### src/rtl/div_phase_cnt.sv
// Phase counter for the clock-enable divider: owns cnt, end-of-period detection,
// the shadow ratio (with clamping) and the active ratio that is adopted at period starts.
module div_phase_cnt #(
  parameter int DIV_W = 8
) (
  input  logic             clk,
  input  logic             rst_n,
  input  logic             run,
  input  logic             start,
  input  logic             stop,
  input  logic             load,
  input  logic [DIV_W-1:0] div_val,
  output logic [DIV_W-1:0] cnt_next,
  output logic [DIV_W-1:0] ratio_next,
  output logic             at_end,
  output logic             clamp_hit
);

  localparam logic [DIV_W-1:0] RATIO_MIN = DIV_W'(2);
  localparam logic [DIV_W-1:0] ONE       = DIV_W'(1);

  logic [DIV_W-1:0] cnt_reg;
  logic [DIV_W-1:0] ratio_reg;
  logic [DIV_W-1:0] shadow_reg;
  logic [DIV_W-1:0] shadow_next;

  assign clamp_hit   = load && (div_val < RATIO_MIN);
  assign shadow_next = !load ? shadow_reg : (clamp_hit ? RATIO_MIN : div_val);
  assign at_end      = (cnt_reg == (ratio_reg - ONE));

  // A load on the same edge as a period start feeds straight into the new period.
  always_comb begin
    cnt_next   = cnt_reg;
    ratio_next = ratio_reg;
    if (start) begin
      cnt_next   = '0;
      ratio_next = shadow_next;
    end else if (run) begin
      if (at_end) begin
        cnt_next = '0;
        if (!stop) begin
          ratio_next = shadow_next;
        end
      end else begin
        cnt_next = cnt_reg + ONE;
      end
    end
  end

  always_ff @(posedge clk or posedge rst_n) begin
    if (rst_n) begin
      cnt_reg    <= '0;
      ratio_reg  <= RATIO_MIN;
      shadow_reg <= RATIO_MIN;
    end else begin
      cnt_reg    <= cnt_next;
      ratio_reg  <= ratio_next;
      shadow_reg <= shadow_next;
    end
  end

endmodule

### src/rtl/div_clk_en_gen.sv
// Programmable clock-enable divider: registered divided level, rise/fall enables
// and a 2-bit period counter, all in the clk domain.
module div_clk_en_gen #(
  parameter int DIV_W = 8
) (
  input  logic             clk,
  input  logic             rst_n,
  input  logic             en,
  input  logic [DIV_W-1:0] div_val,
  input  logic             load,
  output logic             clk_div,
  output logic             ce_rise,
  output logic             ce_fall,
  output logic [1:0]       tick_cnt,
  output logic             busy,
  output logic             cfg_err
);

  localparam logic [1:0] ST_IDLE = 2'd0;
  localparam logic [1:0] ST_RUN  = 2'd1;
  localparam logic [1:0] ST_STOP = 2'd2;

  logic [1:0]       state_reg;
  logic             clk_div_reg;
  logic             ce_rise_reg;
  logic             ce_fall_reg;
  logic [1:0]       tick_cnt_reg;
  logic             busy_reg;
  logic             cfg_err_reg;

  logic             running;
  logic             start_now;
  logic             stop_now;
  logic             active_next;
  logic             rise_next;
  logic             at_end;
  logic             clamp_hit;
  logic [DIV_W-1:0] cnt_next;
  logic [DIV_W-1:0] ratio_next;
  logic [DIV_W-1:0] hi_next;

  assign running   = (state_reg == ST_RUN) || (state_reg == ST_STOP);
  assign start_now = (state_reg == ST_IDLE) && en;
  // Only a stop request that survives to the last cycle of a period ends the run.
  assign stop_now  = (state_reg == ST_STOP) && !en && at_end;

  assign active_next = start_now || (running && !stop_now);
  assign rise_next   = start_now || (running && at_end && !stop_now);
  assign hi_next     = ratio_next >> 1;

  div_phase_cnt #(
    .DIV_W (DIV_W)
  ) u_phase (
    .clk        (clk),
    .rst_n      (rst_n),
    .run        (running),
    .start      (start_now),
    .stop       (stop_now),
    .load       (load),
    .div_val    (div_val),
    .cnt_next   (cnt_next),
    .ratio_next (ratio_next),
    .at_end     (at_end),
    .clamp_hit  (clamp_hit)
  );

  always_ff @(posedge clk or posedge rst_n) begin
    if (rst_n) begin
      state_reg    <= ST_IDLE;
      clk_div_reg  <= 1'b0;
      ce_rise_reg  <= 1'b0;
      ce_fall_reg  <= 1'b0;
      tick_cnt_reg <= 2'd0;
      busy_reg     <= 1'b0;
      cfg_err_reg  <= 1'b0;
    end else begin
      case (state_reg)
        ST_IDLE: if (en) state_reg <= ST_RUN;
        ST_RUN:  if (!en) state_reg <= ST_STOP;
        ST_STOP: begin
          if (en) begin
            state_reg <= ST_RUN;
          end else if (at_end) begin
            state_reg <= ST_IDLE;
          end
        end
        default: state_reg <= ST_IDLE;
      endcase

      // Outputs are decoded from the next phase so they line up with cnt after the edge.
      clk_div_reg <= active_next && (cnt_next < hi_next);
      ce_fall_reg <= active_next && (cnt_next == hi_next);
      ce_rise_reg <= rise_next;
      busy_reg    <= active_next;
      if (rise_next) begin
        tick_cnt_reg <= tick_cnt_reg + 2'd1;
      end
      if (clamp_hit) begin
        cfg_err_reg <= 1'b1;
      end
    end
  end

  assign clk_div  = clk_div_reg;
  assign ce_rise  = ce_rise_reg;
  assign ce_fall  = ce_fall_reg;
  assign tick_cnt = tick_cnt_reg;
  assign busy     = busy_reg;
  assign cfg_err  = cfg_err_reg;

endmodule

### config.mk
export PLATFORM = sky130hd
export DESIGN_NAME = div_clk_en_gen
export DESIGN_NICKNAME = d
export VERILOG_FILES = /design/src/rtl/div_phase_cnt.sv /design/src/rtl/div_clk_en_gen.sv
export SDC_FILE = /design/constraint.sdc
export NUM_CORES = 1
export LEC_CHECK = 0
export BUFFER_PORTS_ARGS = -buffer_cell sky130_fd_sc_hd__buf_2
export CORE_ASPECT_RATIO = 0.5
export CORE_UTILIZATION = 35
export CTS_CLUSTER_DIAMETER = 120
export CTS_CLUSTER_SIZE = 16
export DETAILED_ROUTE_END_ITERATION = 7
export HOLD_SLACK_MARGIN = 0.15
export SYNTH_ARGS = -nofsm -noshare
export SYNTH_HDL_FRONTEND = slang
export SYNTH_HIERARCHICAL = 1
export SYNTH_SLANG_ARGS = --single-unit
### constraint.sdc
create_clock -name clk -period 12.7 [get_ports clk]
set_clock_uncertainty 0.1 [all_clocks]
set_input_delay 0.635 -clock clk [delete_from_list [all_inputs] [get_ports clk]]
set_output_delay 0.635 -clock clk [all_outputs]
set_load 0.05 [all_outputs]
==> results of run 1 <==
==> path summary, 6_finish.rpt <==
check	startpoint	to	slack, ns	depth (start not counted)
worst max-delay path	u_phase/ratio_reg[1]$_DFF_PP1_	clk_div$_DFF_PP0_	8.13	16
worst min-delay path	rst_n	cfg_err$_DFFE_PP0P_	0.20	2
worst max register to register	u_phase/ratio_reg[1]$_DFF_PP1_	clk_div$_DFF_PP0_	8.13	16
worst min register to register	tick_cnt[1]$_DFFE_PP0P_	tick_cnt[1]$_DFFE_PP0P_	0.36	1
max in group asynchronous	rst_n	u_phase/cnt_reg[4]$_DFF_PP0_	11.47	2
min in group clk	tick_cnt[1]$_DFFE_PP0P_	tick_cnt[1]$_DFFE_PP0P_	0.36	1
==> placed cells by master, fill, tap and decap left out, types with 2 or more instances in the layout <==
master	netlist	layout
a21o_1	2	2
a21oi_1	11	11
nand2_1	12	12
a31oi_1	2	2
mux2_4	2	2
o21ai_0	2	2
o22ai_1	2	2
nor2b_1	4	4
dfstp_2	2	2
inv_1	19	19
nor3_1	5	5
nor2_1	14	14
nor4_1	2	2
dfrtp_1	31	31
mux2_2	14	14
clkbuf_8	0	6
xnor2_1	8	8
ha_1	14	14
a211oi_1	4	4
xor2_1	7	7
or2_2	2	2
o211ai_1	2	2
o31ai_1	2	2
a211o_1	2	2
nand4_1	5	5
and2_1	2	2
buf_2	0	18
==> cells by family after synthesis <==
kind of cell / synth area share
AO/OA/AOI/OAI: 0.1386
XOR/XNOR: 0.06735
flip-flops: 0.4246
buffers and inverters: 0.04811
adder cells (fa/ha/maj): 0.08980
multiplexers: 0.09622
AND/OR/NAND/NOR: 0.1353
==> power by group through the flow <==
| stage | combinational [mW] | clock [mW] | sequential (mW) |
|---|---|---|---|
| final | 0.278 | 0.101 | 0.179 |
| after global routing | 0.310 | 0.108 | 0.184 |
| after CTS | 0.278 | 0.102 | 0.180 |
| after detailed placement | 0.277 | 0 | 0.181 |
| after global placement | 0.269 | 0 | 0.180 |
| after floorplan | 0.197 | 0 | 0.198 |
==> layout make-up <==
| cell class | instances | area [um^2] | share of cell area |
|---|---|---|---|
| multi-input combinational | 135 | 1028 | 0.4628 |
| sequential | 33 | 828.3 | 0.3727 |
| timing repair buffer | 18 | 90.09 | 0.04054 |
| tap | 70 | 87.58 | 0.03941 |
| clock buffer | 7 | 86.33 | 0.03885 |
| inverter | 19 | 71.32 | 0.03209 |
| clock inverter | 1 | 30.03 | 0.01351 |
==> layer usage <==
layer | up-vias | routed length [um] | part of all wire | track usage
met4 | 0 | 39 | 0.010 | 0.04110
met2 | 33 | 1671 | 0.44 | 0.2372
li1 | 715 | - | - | -
met5 | - | 0 | 0 | 0
met1 | 654 | 1958 | 0.51 | 0.1958
met3 | 6 | 160 | 0.042 | 0.04167
==> stage by stage <==
step	setup WS, ns	hold WS [ns]	std cells	power [mW]	util
after global routing	7.769	0.2259	283	0.6022	0.4327
final	8.130	0.2029	283	0.5576	0.4327
after CTS	8.141	0.2101	283	0.5604	0.4327
after global placement	8.293	0.3459	275	0.4492	0.4101
after floorplan	8.616	0.3629	193	0.3949	-
after detailed placement	8.187	0.3564	275	0.4583	0.4101
==> reports/metrics.csv, run 1 <==
stage;metric;value;unit
run_status;status;completed;
cts;H-tree depth;2;
cts;post-CTS resize count;0;
sta;Final Hold Fails;0;
worst_setup_path;CP Data Arrival Time;4.66;ns
worst_setup_path;CP Max Fanout;8;
yosys;ys async rst share;1.000;
floorplan;Die W;107.6;um
cts;CTS buffer count;5;
yosys;Post-Syn Instances;193;
yosys;number of flops mapped to enable cells by yosys;0;
worst_setup_path;CP bufs+invs;2;
final_layout;Final Instance Area;2222;um^2
cts;hold_buf cts;0;
global_routing;antenna violations before repair;0;
sta;Max Freq;218.8;MHz
drt;Vias/cell;4.975;
yosys;Cell variety after synth;42;
yosys;Mapped Area;1951;um^2
cts;CTS sink count;33;
cts;CTS tree;yes;
yosys;main flop type after synthesis;dfrtp_1;
drt;wire per inst;13.53;um
yosys;Synth area leaders;dfrtp_1, ha_1, mux2_2;
cts;Worst-path clk slew;0.07;ns
worst_setup_path;Setup CP Type;register to register;
pwr;switching power;0.2394;mW
worst_setup_path;CP peak stage delay;0.68;ns
final_layout;Nets;238;
yosys;cell taking the most area after synthesis;dfrtp_1;
pwr;Seq pwr share;0.322;
global_routing;aggregate global-route resource usage;0.1470;
drt;DRC;0;
pwr;Clock power frac;0.180;
placed_design;routability-driven placement congestion ratio;0.7963;
drt;drt pass-1 iters;4;
worst_hold_path;min-delay worst type;input pin to asynchronous set/reset pin;
cts;CTS Root Cell;clkbuf_8;
final_layout;Layout Area Growth over Synthesis;13.92;%
cts;worst skew pair latency;0.28;ns
yosys;count leader, synth;dfrtp_1;
final_layout;share of layout cells above drive strength 1;0.2300;
sta;minimum clock period;4.570;ns
worst_setup_path;startpoint types;register;
yosys;top cells by count, synth;dfrtp_1, inv_1, ha_1, mux2_2, nor2_1;
worst_setup_path;kind of cell adding the most delay to the critical path;compound AO/OA/AOI/OAI gates;
yosys;Yosys warning count;6;
global_routing;first-pass GRT wire length;6389;um
floorplan;CORE AREA;5135;um^2
cts;clk buf depth;2;
sta;max-slew violations;0;
floorplan;Top Ports;19;
drt;Iteration-0 DRC Markers;87;
drt;WL final;3830;um
worst_setup_path;CP max stage cell;o41ai_4;
cts;postcts setup bufs;0;
yosys;Seq/Total Area, Yosys;0.4246;
job;Max Cap Viol;0;
drt;vias after detailed routing;1408;
placed_design;dpl cell area;2106;um^2
sta;RSZ-0062 raised after global routing;no;
sta;Slew headroom;0.3865;
worst_setup_path;Cell Chain, Critical Path;inv_1, ha_1, or2b_1, a21oi_1, a31oi_1, o2111ai_1, nor2_1, nand2_1, nor2_1, o41ai_4, mux2_2, inv_1, ha_1, a21o_1, a211o_1, nor3_1;
pwr;Pwr Density;250.9;nW/um^2
placed_design;# port buffers;18;
sta;Final Cycle Share;0.3598;
pwr;Sw Ratio;0.4294;
floorplan;Starting Density;0.3799;
sta;# setup viols final;0;
yosys;post-synth top area share;0.3977;
pwr;Comb pwr share;0.498;
global_routing;gr ovfl total;0;
worst_setup_path;Critical Path End Type;register;
yosys;Syn Area/Cell;10.11;um^2
pwr;Internal Power;0.3182;mW
floorplan;die area;5894;um^2
yosys;#FFs+latches synth;33;
yosys;Post-Syn Nets;219;
floorplan;row count;18;
final_layout;fillers;513;
sta;Worst Max-Slew Pin Slew;0.9192;ns
drt;Final ANT Viol Nets;0;
global_routing;vias in the first global route;1339;
sta;setup TNS;0;ns
floorplan;die height;54.79;um
pwr;Max rail drop VDD;0.07939;mV
pwr;Leakage;1.025;nW
worst_setup_path;Required @ worst endpoint;12.79;ns
global_routing;pin count of the biggest net entering global routing;25;
final_layout;ANT cells;0;
placed_design;post-DP HPWL;2975;um
Note: power is estimated with default switching activity, not from simulation.
==> run 2, diff against run 1 <==
clock period = 4 ns   (was 12.7 ns; I/O delays follow)
==> reports/metrics.csv, run 2 (synthesized netlist as in run 1, its figures left out) <==
stage;metric;value;unit;change
worst_setup_path;Required @ worst endpoint;4.10;ns;-8.69 ns
worst_hold_path;Worst Hold End;u_phase/shadow_reg[1]$_DFF_PP1_;;
cts;post-CTS resize count;0;;unchanged
sta;max-slew violations;0;;unchanged
worst_setup_path;worst setup path startpoint;u_phase/ratio_reg[1]$_DFF_PP1_;;
final_layout;ANT cells;0;;unchanged
sta;RSZ-0062 raised after global routing;no;;
pwr;Pwr Density;769.0;nW/um^2;+210%
drt;WL final;4002;um;+4.5%
pwr;total power;1.804;mW;+220%
sta;Max Freq;274.6;MHz;+26%
final_layout;Layout Area Growth over Synthesis;20.27;%;
cts;CTS sink count;33;;unchanged
floorplan;CORE AREA;5135;um^2;unchanged
global_routing;gr ovfl total;0;;unchanged
drt;vias after detailed routing;1454;;+3.3%
sta;Final Cycle Share;0.9103;;+0.5504
floorplan;die height;54.79;um;unchanged
cts;worst skew pair latency;0.29;ns;about the same
worst_setup_path;startpoint types;register;;
placed_design;placed insts;280;;+1.8%
worst_setup_path;CP Max Fanout;8;;unchanged
placed_design;post-DP HPWL;3170;um;+6.6%
floorplan;Starting Density;0.3799;;unchanged
cts;clk buf depth;2;;unchanged
worst_hold_path;HP Start;load;;
global_routing;first-pass GRT wire length;6361;um;-0.44%
placed_design;routability-driven placement congestion ratio;0.8595;;+7.9%
drt;DRC;0;;unchanged
worst_setup_path;Critical R2R Launch;u_phase/ratio_reg[1]$_DFF_PP1_;;
global_routing;vias in the first global route;1365;;+1.9%
sta;Final Hold Fails;0;;unchanged
floorplan;Top Ports;19;;unchanged
cts;H-tree depth;2;;unchanged
drt;drt pass-1 iters;4;;unchanged
worst_hold_path;min-delay worst type;input pin to register;;
cts;CTS buffer count;5;;unchanged
placed_design;# port buffers;18;;unchanged
job;Max Cap Viol;0;;unchanged
run_status;status;completed;;
final_layout;most common cell after layout, fill and taps aside;dfrtp_1;;
cts;Worst-path clk slew;0.07;ns;about the same
worst_setup_path;CP Data Arrival Time;3.74;ns;-0.92 ns
cts;CTS tree;yes;;
floorplan;Die W;107.6;um;unchanged
worst_setup_path;Critical R2R Capture;clk_div$_DFF_PP0_;;
drt;wire per inst;13.52;um;about the same
final_layout;share of layout cells above drive strength 1;0.2434;;+0.01332
worst_setup_path;Reg2Reg Setup Slack;0.36;ns;-7.77 ns
final_layout;most frequent cells in the layout;dfrtp_1, inv_1, buf_2;;
drt;Vias/cell;4.912;;-1.3%
sta;minimum clock period;3.641;ns;-0.9287 ns
worst_hold_path;Worst Hold Path Cells;2;;
pwr;Leakage;1.090;nW;+6.4%
global_routing;aggregate global-route resource usage;0.1516;;+0.004601
floorplan;row count;18;;unchanged
final_layout;Final Instance Area;2346;um^2;+5.6%
drt;Iteration-0 DRC Markers;118;;+36%
pwr;Max rail drop VDD;0.2385;mV;+200%
final_layout;Nets;251;;+5.5%
global_routing;antenna violations before repair;0;;unchanged
final_layout;fin cells;296;;+4.6%
floorplan;die area;5894;um^2;unchanged
sta;Slew headroom;0.3947;;+0.008202
drt;Final ANT Viol Nets;0;;unchanged
placed_design;dpl cell area;2150;um^2;+2.1%
sta;setup TNS;0;ns;unchanged
worst_setup_path;Critical Path End Type;register;;
sta;# setup viols final;0;;unchanged
worst_setup_path;FF-to-FF path depth;16;;unchanged
global_routing;pin count of the biggest net entering global routing;25;;unchanged
worst_setup_path;Setup CP Type;register to register;;
sta;Worst Max-Slew Pin Slew;0.9069;ns;-0.01229 ns
cts;CTS Root Cell;clkbuf_8;;
cts;postcts setup bufs;0;;unchanged
## run 2: metal layers
metal	up-vias	wire [um]	global-route usage
met1	671	1944	0.1928
li1	734	-	-
met2	44	1749	0.2479
met4	0	46	0.06393
met3	5	261	0.04286
met5	-	0	0
## run 2: per-stage QoR
stage / utilization / setup WS, ns / hold WS, ns
finish: 0.4569 / 0.3589 / 0.1594
global route: 0.4569 / 0.04814 / 0.1884
CTS: 0.4569 / 0.2126 / 0.1516
detailed placement: 0.4186 / 0.2417 / 0.08795
global placement: 0.4186 / 0.3348 / 0.06923
floorplan: - / 0.04763 / -0.07208
## run 2: cell type report
type	instances	area [um^2]
clock inverters	1	30.03
flip-flops and latches	33	828.3
well taps	70	87.58
clock buffers	7	86.33
inverters	19	71.32
multi-input cells	135	1035
fillers	482	2789
repair buffers	31	207.7
## run 2: where the power goes
group | leakage (nW) | total [mW] | internal (mW) | switching, mW
Combinational | 0.628 | 0.913 | 0.383 | 0.530
Clock | 0.0585 | 0.320 | 0.203 | 0.117
Sequential | 0.404 | 0.570 | 0.447 | 0.123
Total | 1.09 | 1.80 | 1.03 | 0.771
## run 2: worst max-delay path by stage
stage                             end  slack (ns)  cells past startpoint
floorplan           clk_div$_DFF_PP0_        0.05                     17
global placement    clk_div$_DFF_PP0_        0.33                     17
detailed placement  clk_div$_DFF_PP0_        0.24                     17
CTS                 clk_div$_DFF_PP0_        0.21                     17
global route        clk_div$_DFF_PP0_        0.05                     17
finish              clk_div$_DFF_PP0_        0.36                     16
## run 2: critical path, cell delays in order (launching register included)
cell and delay, ns:
dfstp_2 0.57, inv_1 0.05, ha_1 0.27, or2b_1 0.27
a21oi_1 0.14, a31oi_1 0.06, o2111ai_2 0.24, nor2_1 0.09
nand2_1 0.11, nor2_1 0.06, o41ai_4 0.31, mux2_2 0.39
inv_1 0.06, ha_1 0.23, a21o_1 0.18, a211o_1 0.28
nor3_1 0.14
## run 2: repair_timing
item / 4_1_cts / 5_1_grt
setup endpoints to repair: 0 / 1
hold buffers: 8 / 0
endpoints found under the hold margin: 38 / 0
